## src/rtl/smc777_pkg.sv

```systemverilog
// smc777_pkg: shared arbiter state type and main-RAM geometry
package smc777_pkg;
  localparam int SMC777_RAM_AW = 16;
  localparam int SMC777_RAM_DW = 8;
  typedef enum logic [1:0] {IDLE, CPU_RD, VID_RD, DL} arb_state_t;
endpackage

```

## src/rtl/smc777_slot_timer.sv

```systemverilog
// smc777_slot_timer: free-running modulo-SLOTS counter flagging the first and last slot
module smc777_slot_timer #(
  parameter int SLOTS = 4
) (
  input  logic clk,
  input  logic reset_n,
  output logic slot0,
  output logic slot_last
);
  localparam int SW = SLOTS > 1 ? $clog2(SLOTS) : 1;
  logic [SW-1:0] slot;
  always_ff @(posedge clk or negedge reset_n)
    if (!reset_n) slot <= '0;
    else slot <= slot_last ? '0 : slot + 1'b1;
  assign slot0 = slot == '0;
  assign slot_last = slot == SW'(SLOTS - 1);
endmodule

```

## src/rtl/smc777_mem_arbiter.sv

```systemverilog
// smc777_mem_arbiter: single-port main-RAM arbiter (download > video slot 0 > CPU).
// Define SMC777_ARB_STATS_EN to add saturating stall/miss statistics outputs.
module smc777_mem_arbiter
  import smc777_pkg::*;
#(
  parameter int AW = SMC777_RAM_AW,
  parameter int DW = SMC777_RAM_DW,
  parameter int SLOTS = 4
) (
  input  logic          clk,
  input  logic          reset_n,
  input  logic          dl_active,
  input  logic          dl_wr,
  input  logic [AW-1:0] dl_addr,
  input  logic [DW-1:0] dl_data,
  input  logic          cpu_req,
  input  logic          cpu_we,
  input  logic [AW-1:0] cpu_addr,
  input  logic [DW-1:0] cpu_wdata,
  output logic [DW-1:0] cpu_rdata,
  output logic          cpu_wait_n,
  input  logic          vid_req,
  input  logic [AW-1:0] vid_addr,
  output logic [DW-1:0] vid_rdata,
  output logic          vid_valid,
  output logic [AW-1:0] mem_addr,
  output logic          mem_we,
  output logic [DW-1:0] mem_wdata,
  input  logic [DW-1:0] mem_rdata
`ifdef SMC777_ARB_STATS_EN
  ,
  output logic [15:0]   stat_cpu_stall,
  output logic [15:0]   stat_vid_miss
`endif
);
  arb_state_t state;
  logic slot0, slot_last, done, idle, dl_grant, vid_grant, cpu_go, wr_grant, rd_grant;
  logic [AW-1:0] addr_q;
  logic [DW-1:0] wdata_q;

  smc777_slot_timer #(.SLOTS(SLOTS)) u_slot (
    .clk(clk),
    .reset_n(reset_n),
    .slot0(slot0),
    .slot_last(slot_last)
  );

  // Grants are decided combinationally in IDLE so the RAM sees the address in the grant cycle.
  assign idle = reset_n && state == IDLE;
  assign dl_grant = reset_n && ((idle && dl_active) || state == DL);
  assign vid_grant = idle && !dl_active && slot0 && vid_req && !vid_valid;
  assign cpu_go = idle && !dl_active && !vid_grant && cpu_req && !done;
  assign wr_grant = cpu_go && cpu_we;
  // A read started in the last slot would occupy slot 0, which belongs to a waiting video fetch.
  assign rd_grant = cpu_go && !cpu_we && !(slot_last && vid_req);
  assign cpu_wait_n = !reset_n || !cpu_req || done;

  always_comb begin
    mem_addr = dl_grant ? dl_addr : vid_grant ? vid_addr : cpu_go ? cpu_addr : addr_q;
    mem_we = dl_grant ? dl_wr : wr_grant;
    mem_wdata = dl_grant ? dl_data : wr_grant ? cpu_wdata : wdata_q;
  end

  always_ff @(posedge clk or negedge reset_n)
    if (!reset_n) begin
      state <= IDLE;
      cpu_rdata <= '0;
      vid_rdata <= '0;
      vid_valid <= 1'b0;
      done <= 1'b0;
      addr_q <= '0;
      wdata_q <= '0;
    end else begin
      vid_valid <= state == VID_RD;
      done <= wr_grant || state == CPU_RD;
      addr_q <= mem_addr;
      wdata_q <= mem_wdata;
      if (state == CPU_RD) cpu_rdata <= mem_rdata;
      if (state == VID_RD) vid_rdata <= mem_rdata;
      state <= state == IDLE ? (dl_active ? DL : vid_grant ? VID_RD : rd_grant ? CPU_RD : IDLE)
             : (state == DL && dl_active) ? DL : IDLE;
    end

`ifdef SMC777_ARB_STATS_EN
  always_ff @(posedge clk or negedge reset_n)
    if (!reset_n) begin
      stat_cpu_stall <= '0;
      stat_vid_miss <= '0;
    end else begin
      if (cpu_req && !cpu_wait_n && stat_cpu_stall != 16'hFFFF) stat_cpu_stall <= stat_cpu_stall + 1'b1;
      if (slot0 && vid_req && !vid_grant && !vid_valid && stat_vid_miss != 16'hFFFF)
        stat_vid_miss <= stat_vid_miss + 1'b1;
    end
`endif
endmodule

```

## config.mk

```make
export PLATFORM = sky130hd
export DESIGN_NAME = smc777_mem_arbiter
export DESIGN_NICKNAME = d
export VERILOG_FILES = /design/src/rtl/smc777_pkg.sv /design/src/rtl/smc777_slot_timer.sv /design/src/rtl/smc777_mem_arbiter.sv
export SDC_FILE = /design/constraint.sdc
export NUM_CORES = 1
export LEC_CHECK = 0
export BUFFER_PORTS_ARGS = -buffer_cell sky130_fd_sc_hd__buf_2
export CELL_PAD_IN_SITES_DETAIL_PLACEMENT = 0
export CELL_PAD_IN_SITES_GLOBAL_PLACEMENT = 1
export CORE_ASPECT_RATIO = 1.4
export CORE_MARGIN = 5
export CORE_UTILIZATION = 32
export DETAILED_ROUTE_END_ITERATION = 8
export HOLD_SLACK_MARGIN = 0.05
export PLACE_DENSITY = 0.87
export RECOVER_POWER = 50
export SLEW_MARGIN = 40
export SYNTH_ARGS = -nofsm -noshare
export SYNTH_HDL_FRONTEND = slang
export SYNTH_SLANG_ARGS = --single-unit
export TNS_END_PERCENT = 20
```

## constraint.sdc

```tcl
create_clock -name clk -period 2.2 [get_ports clk]
set_clock_uncertainty 0.15 [all_clocks]
set_input_delay 0.44 -clock clk [delete_from_list [all_inputs] [get_ports clk]]
set_output_delay 0.44 -clock clk [all_outputs]
set_load 0.05 [all_outputs]
```

==> results.sh, run 1 <==
export IMPL_cp_data_required_time_ns=1.61
export IMPL_globalRouteOverflowTotal=0
export IMPL_synth_common_cells="nand2_1 (58), dfrtp_1 (46), o22ai_1 (16)"
export IMPL_dieHeight_um=108
export IMPL_netlist_area_mm2=0.00217
export IMPL_setup_violations=25
export IMPL_synth_cell_types=29
export IMPL_initial_core_util_pct=32.9
export IMPL_antenna_found_initial=0
export IMPL_clock_fmax_ghz=0.394
export IMPL_synth_edf_count=0
export IMPL_antenna_cells=0
export IMPL_pwr_density_cell_mw_per_mm2=1430
export IMPL_arrival_ns=1.95
export IMPL_die_area_mm2=0.00857
export IMPL_ir_drop_mv=0.616
export IMPL_critPathKind="reg -> out"
export IMPL_synthArstFlopShare_pct=100
export IMPL_dpl_cell_area_mm2=0.00328
export IMPL_p_leak_uw=0.00175
export IMPL_final_antenna_net_count=0
export IMPL_final_core_util_pct=55.7
export IMPL_portBuffers=121
export IMPL_grt_max_degree=32
export IMPL_synth_area_leader_cell="dfrtp_1"
export IMPL_grt_usage_pct=15.3
export IMPL_nets=437
export IMPL_report_final_slew_viol_count=0
export IMPL_vias=2098
export IMPL_drv_cap=0
export IMPL_max_slew_worst_pin_slew_ns=0.789
export IMPL_drtIter0Drc=47
export IMPL_hold_viol_final=0
export IMPL_drive_above_1_share_pct=56.0
export IMPL_rows=35
export IMPL_pin_count=122
export IMPL_cts_tree="yes"
export IMPL_cp_start_kind="register"
export IMPL_min_path_cells=3
export IMPL_ys_top_cells_by_area="dfrtp_1 (53%), nand2_1 (10%), a31oi_2 (5.8%)"
export IMPL_worstPathMaxFanout=8
export IMPL_totalWireLength_mm=6.68
export IMPL_cts_inserted_buffers=5
export IMPL_gp_congestion=0.715
export IMPL_setup_tns_final_ns=-7.50
export IMPL_dr_pass1_iters=4
export IMPL_synth_top_area_share_pct=52.9
export IMPL_end_kind="primary output"
export IMPL_timing_hold_ws_ns=0.186
export IMPL_ys_warn_count=0
export IMPL_dp_hpwl_mm=5.01
export IMPL_yosysMostFrequentCell="nand2_1"
export IMPL_rr_worst_depth=9
export IMPL_clock_root_buffer="clkbuf_8"
export IMPL_final_setup_worst_slack_ns=-0.341
export IMPL_grt_pass1_vias=2194
export IMPL_area_growth_pct=69.3
export IMPL_period_needed_ns=2.54
export IMPL_cts_path_max_buffers=2
export IMPL_holdPathEnd="cpu_rdata[5]$_DFFE_PN0P_"
export IMPL_power_uw=5260
export IMPL_h_tree_depth=2
export IMPL_drc=0
export IMPL_slew_headroom_pct=47.4
export IMPL_fin_area_mm2=0.00368
export IMPL_reg2reg_slack_ns=0.25
export IMPL_clk_pin_slew_ns=0.09
export IMPL_hp_class="in -> reg"
export IMPL_violations="setup timing"
export IMPL_rsz0062_at_grt="yes"
export IMPL_yosysSeqAreaShare_pct=52.9
export IMPL_detail_route_wl_per_cell_um=14.9
export IMPL_grt_pass1_wl_mm=10.3
export IMPL_cts_sinks=46
export IMPL_hold_start="mem_rdata[5]"
export IMPL_regToRegEndpoint="addr_q[15]$_DFF_PN0_"
export IMPL_r2r_start="u_slot.slot[1]$_DFF_PN0_"
export IMPL_ys_flop_type="dfrtp_1"
export IMPL_syn_instance_count=209
export IMPL_status="finished with violations"
export IMPL_ys_seq_elements=46
export IMPL_via_per_inst=4.67
export IMPL_period_share_pct=115
export IMPL_coreArea_mm2=0.00661
export IMPL_clock_latency_ns=0.30
export IMPL_avgSynthCellArea_um2=10.4
export IMPL_die_x_um=79.7
export IMPL_synth_nets=290
-- worst max-delay path, cell delays in order (launching register included) --
cell and delay [ns]:
dfrtp_1 0.39, inv_1 0.06, ha_1 0.15, and3b_2 0.23, nand3_4 0.10, and2_4 0.18, buf_12 0.15, a31oi_4 0.19
buf_6 0.19
-- per-layer routing --
| metal | vias to the layer above | wire (um) | GRT usage, % |
|---|---|---|---|
| met1 | 980 | 2550 | 16.8 |
| li1 | 1022 | - | - |
| met3 | 11 | 521 | 3.77 |
| met4 | 0 | 119 | 4.79 |
| met5 | - | 0 | 0 |
| met2 | 85 | 3490 | 28.4 |
-- logic make-up (layout without fill, tap and decap cells) --
| family | Yosys count | after routing | share of synthesized area [%] |
|---|---|---|---|
| simple gates | 83 | 83 | 17.4 |
| flops | 46 | 46 | 52.9 |
| compound gates | 44 | 44 | 15.9 |
| buf+inv | 18 | 166 | 4.78 |
| mux | 16 | 16 | 7.83 |
| fa+ha+maj | 2 | 2 | 1.15 |
-- what timing repair did --
item / CTS / global route
setup buffers: 1 / 2
hold buffers: 1 / 0
endpoints found under the setup margin: 25 / 25
resized for setup: 57 / 9
hold endpoints to repair: 3 / 0
cloned: 0 / 1
pin swaps: 9 / 14
-- placed cells by master (no fill, tap or decap), types with 2 or more instances in the layout --
cell type	netlist	final
buf_6	4	24
nand2_1	58	58
clkbuf_1	4	9
mux2_2	8	8
dfrtp_1	46	43
buf_2	5	89
buf_12	0	6
nor2_1	10	9
nand3_4	1	2
a31oi_4	1	17
inv_1	5	5
clkinvlp_4	0	2
buf_4	0	20
dfrtp_2	0	3
a21oi_2	0	5
and3_4	0	2
nand2b_1	2	2
mux2i_2	0	2
nand3_1	2	2
mux2i_1	8	5
o22ai_1	16	16
ha_1	2	2
a21oi_4	0	3
clkbuf_8	0	5
and3b_2	1	2
-- final cells by class --
| cell class | count | area [um^2] |
|---|---|---|
| clock buffer | 5 | 68.8 |
| clock inverter | 3 | 45.0 |
| fill | 561 | 2930 |
| inverter | 5 | 18.8 |
| multi-input combinational | 145 | 1200 |
| sequential | 46 | 1150 |
| tap | 92 | 115 |
| timing repair buffer | 153 | 1080 |
-- stage by stage --
stage | setup slack, ns | cells
4_1_cts | -0.327 | 446
3_3_place_gp | -0.204 | 436
2_1_floorplan | -0.105 | 209
3_5_place_dp | -0.205 | 436
6_report | -0.341 | 449
5_1_grt | -0.415 | 449
-- where the power goes --
part           total, uW  leakage [uW]  internal, uW  switching [uW]
Combinational       3250       0.00117          1130            2110
Clock                643     0.0000504           338             305
Sequential          1370      0.000528          1220             152
-- state kept, by name, summed over array words and instances (netlist names) --
register,flops
addr_q,16
cpu_rdata,8
vid_rdata,8
wdata_q,8
state,2
u_slot.slot,2
done,1
vid_valid,1
-- worst max path at each step --
stage / to / from / slack, ns
after CTS: mem_addr[15] / u_slot.slot[1]$_DFF_PN0_ / -0.33
after global routing: mem_addr[7] / u_slot.slot[1]$_DFF_PN0_ / -0.42
after detailed placement: mem_addr[3] / reset_n / -0.20
after global placement: mem_addr[3] / reset_n / -0.20
final: mem_addr[7] / u_slot.slot[1]$_DFF_PN0_ / -0.34
after floorplan: mem_addr[10] / u_slot.slot[0]$_DFF_PN0_ / -0.10
(Power assumes the default switching activity.)
==> run 2: changes to the inputs <==
--- a/config.mk
+++ b/config.mk
@@ -5,7 +5,7 @@
 export SDC_FILE = /design/constraint.sdc
 export NUM_CORES = 1
 export LEC_CHECK = 0
-export BUFFER_PORTS_ARGS = -buffer_cell sky130_fd_sc_hd__buf_2
+export BUFFER_PORTS_ARGS = -buffer_cell sky130_fd_sc_hd__buf_4
 export CELL_PAD_IN_SITES_DETAIL_PLACEMENT = 0
 export CELL_PAD_IN_SITES_GLOBAL_PLACEMENT = 1
 export CORE_ASPECT_RATIO = 1.4
==> results.sh, run 2 (synthesis gave the netlist of run 1 again) <==
export IMPL_max_slew_worst_pin_slew_ns=1.08
export IMPL_grt_pass1_wl_mm=10.6
export IMPL_drc=0
export IMPL_rsz0062_at_grt="yes"
export IMPL_initial_core_util_pct=32.9
export IMPL_final_common_cell="buf_4"
export IMPL_clock_fmax_ghz=0.394
export IMPL_cp_start_kind="register"
export IMPL_hp_class="in -> reg"
export IMPL_period_needed_ns=2.54
export IMPL_period_share_pct=115
export IMPL_wl_met3_um=533
export IMPL_drv_cap=0
export IMPL_cts_path_max_buffers=2
export IMPL_clock_root_buffer="clkbuf_8"
export IMPL_pwr_density_cell_mw_per_mm2=1410
export IMPL_cts_sinks=46
export IMPL_pin_count=122
export IMPL_antenna_cells=0
export IMPL_portBuffers=121
export IMPL_final_core_util_pct=59.7
export IMPL_slowest_stage="dfrtp_1"
export IMPL_die_area_mm2=0.00857
export IMPL_report_final_slew_viol_count=0
export IMPL_area_growth_pct=81.6
export IMPL_hold_viol_final=0
export IMPL_cts_inserted_buffers=5
export IMPL_largest_reg_flops=16
export IMPL_antenna_found_initial=0
export IMPL_worstPathMaxFanout=10
export IMPL_grt_pass1_vias=2261
export IMPL_dp_worst_setup_slack_ns=-0.132
export IMPL_detail_route_wl_per_cell_um=14.4
export IMPL_slew_headroom_pct=27.8
export IMPL_h_tree_depth=2
export IMPL_critPathMaxStageDelay_ns=0.40
export IMPL_drtIter0Drc=83
export IMPL_setup_violations=25
export IMPL_drive_above_1_share_pct=58.2
export IMPL_critPathKind="reg -> out"
export IMPL_wl_met1_mm=2.52
export IMPL_wl_met2_mm=3.35
export IMPL_cp_data_required_time_ns=1.61
export IMPL_layout_common_cells="buf_4 (117), nand2_1 (58), dfrtp_1 (44), buf_6 (24), o22ai_1 (16)"
export IMPL_cts_tree="yes"
export IMPL_vias=2092
export IMPL_crit_chain="inv_1, ha_2, nand3b_1, nand4_1, buf_12, mux2i_2, a21oi_4, buf_6"
export IMPL_top_layer_used="met4"
export IMPL_dieHeight_um=108
export IMPL_clk_pin_slew_ns=0.09
export IMPL_rows=35
export IMPL_regMostFlops="addr_q"
export IMPL_status="finished with violations"
export IMPL_violations="setup timing"
export IMPL_nets=439
export IMPL_ir_drop_mv=0.776
export IMPL_end_kind="primary output"
export IMPL_gp_congestion=0.752
export IMPL_die_x_um=79.7
export IMPL_coreArea_mm2=0.00661
export IMPL_dr_pass1_iters=4
export IMPL_arrival_ns=1.95
export IMPL_via_per_inst=4.64
export IMPL_dp_hpwl_mm=5.06
export IMPL_final_setup_worst_slack_ns=-0.340
export IMPL_clock_latency_ns=0.29
export IMPL_globalRouteOverflowTotal=0
export IMPL_totalWireLength_mm=6.48
export IMPL_p_leak_uw=0.00188
export IMPL_final_antenna_net_count=0
export IMPL_grt_max_degree=45
export IMPL_grt_usage_pct=15.7
## run 2: worst max-delay path: cells and delay by family, from the launching register on
family | cells | cell delay [ns]
and+or+nand+nor | 2 | 0.33
buffers and inverters | 3 | 0.39
adders and majority gates | 1 | 0.17
DFF | 1 | 0.40
muxes | 1 | 0.28
AOI/OAI and AO/OA | 1 | 0.09
## run 2: final cells by class
type / count / area (um^2)
multi-input cells: 145 / 1160
clock buffers: 6 / 82.6
fillers: 565 / 2660
inverters: 5 / 18.8
repair buffers: 155 / 1360
flip-flops and latches: 46 / 1150
clock inverters: 2 / 60.1
well taps: 92 / 115
## run 2: metal layers
layer,GRT usage (%),vias to the layer above
li1,-,1020
met1,17.8,985
met2,28.3,81
met3,4.61,6
met4,4.18,0
met5,0,-
## run 2: stage by stage
stage / total power (uW) / TNS (ns) / hold WS [ns] / std cells / cell area (um^2)
finish: 5560 / -7.09 / 0.188 / 451 / 3950
global route: 5840 / -9.73 / 0.191 / 451 / 3950
CTS: 5590 / -6.96 / 0.124 / 450 / 3930
detailed placement: 4560 / -2.69 / 0.227 / 435 / 3600
global placement: 4510 / -2.25 / 0.228 / 435 / 3600
floorplan: 3530 / -1.99 / -0.00559 / 209 / 2380
## run 2: worst paths after layout
path | to | cells past startpoint | from | slack, ns
setup / recovery | mem_wdata[2] | 8 | u_slot.slot[0]$_DFF_PN0_ | -0.34
hold / removal | cpu_rdata[3]$_DFFE_PN0P_ | 3 | mem_rdata[3] | 0.19
setup reg to reg | addr_q[4]$_DFF_PN0_ | 8 | state[1]$_DFF_PN0_ | 0.33
hold reg to reg | cpu_rdata[3]$_DFFE_PN0P_ | 2 | cpu_rdata[3]$_DFFE_PN0P_ | 0.33
max in group asynchronous | vid_valid$_DFF_PN0_ | 2 | reset_n | 0.77
min in group asynchronous | vid_rdata[1]$_DFFE_PN0P_ | 2 | reset_n | 0.41
## run 2: repair_timing
action / 4_1_cts / 5_1_grt
endpoints found under the setup margin: 25 / 25
setup buffers: 6 / 1
endpoints found under the hold margin: 2 / 0
gates cloned: 0 / 0
resized for setup: 33 / 5
pin swaps: 9 / 4
hold buffers: 1 / 0
## run 2: report_power, final
part           switching (uW)  leakage (uW)  internal, uW  total, uW
sequential                150      0.000529          1210       1360
combinational            2110       0.00128          1320       3420
clock                     286     0.0000714           485        770
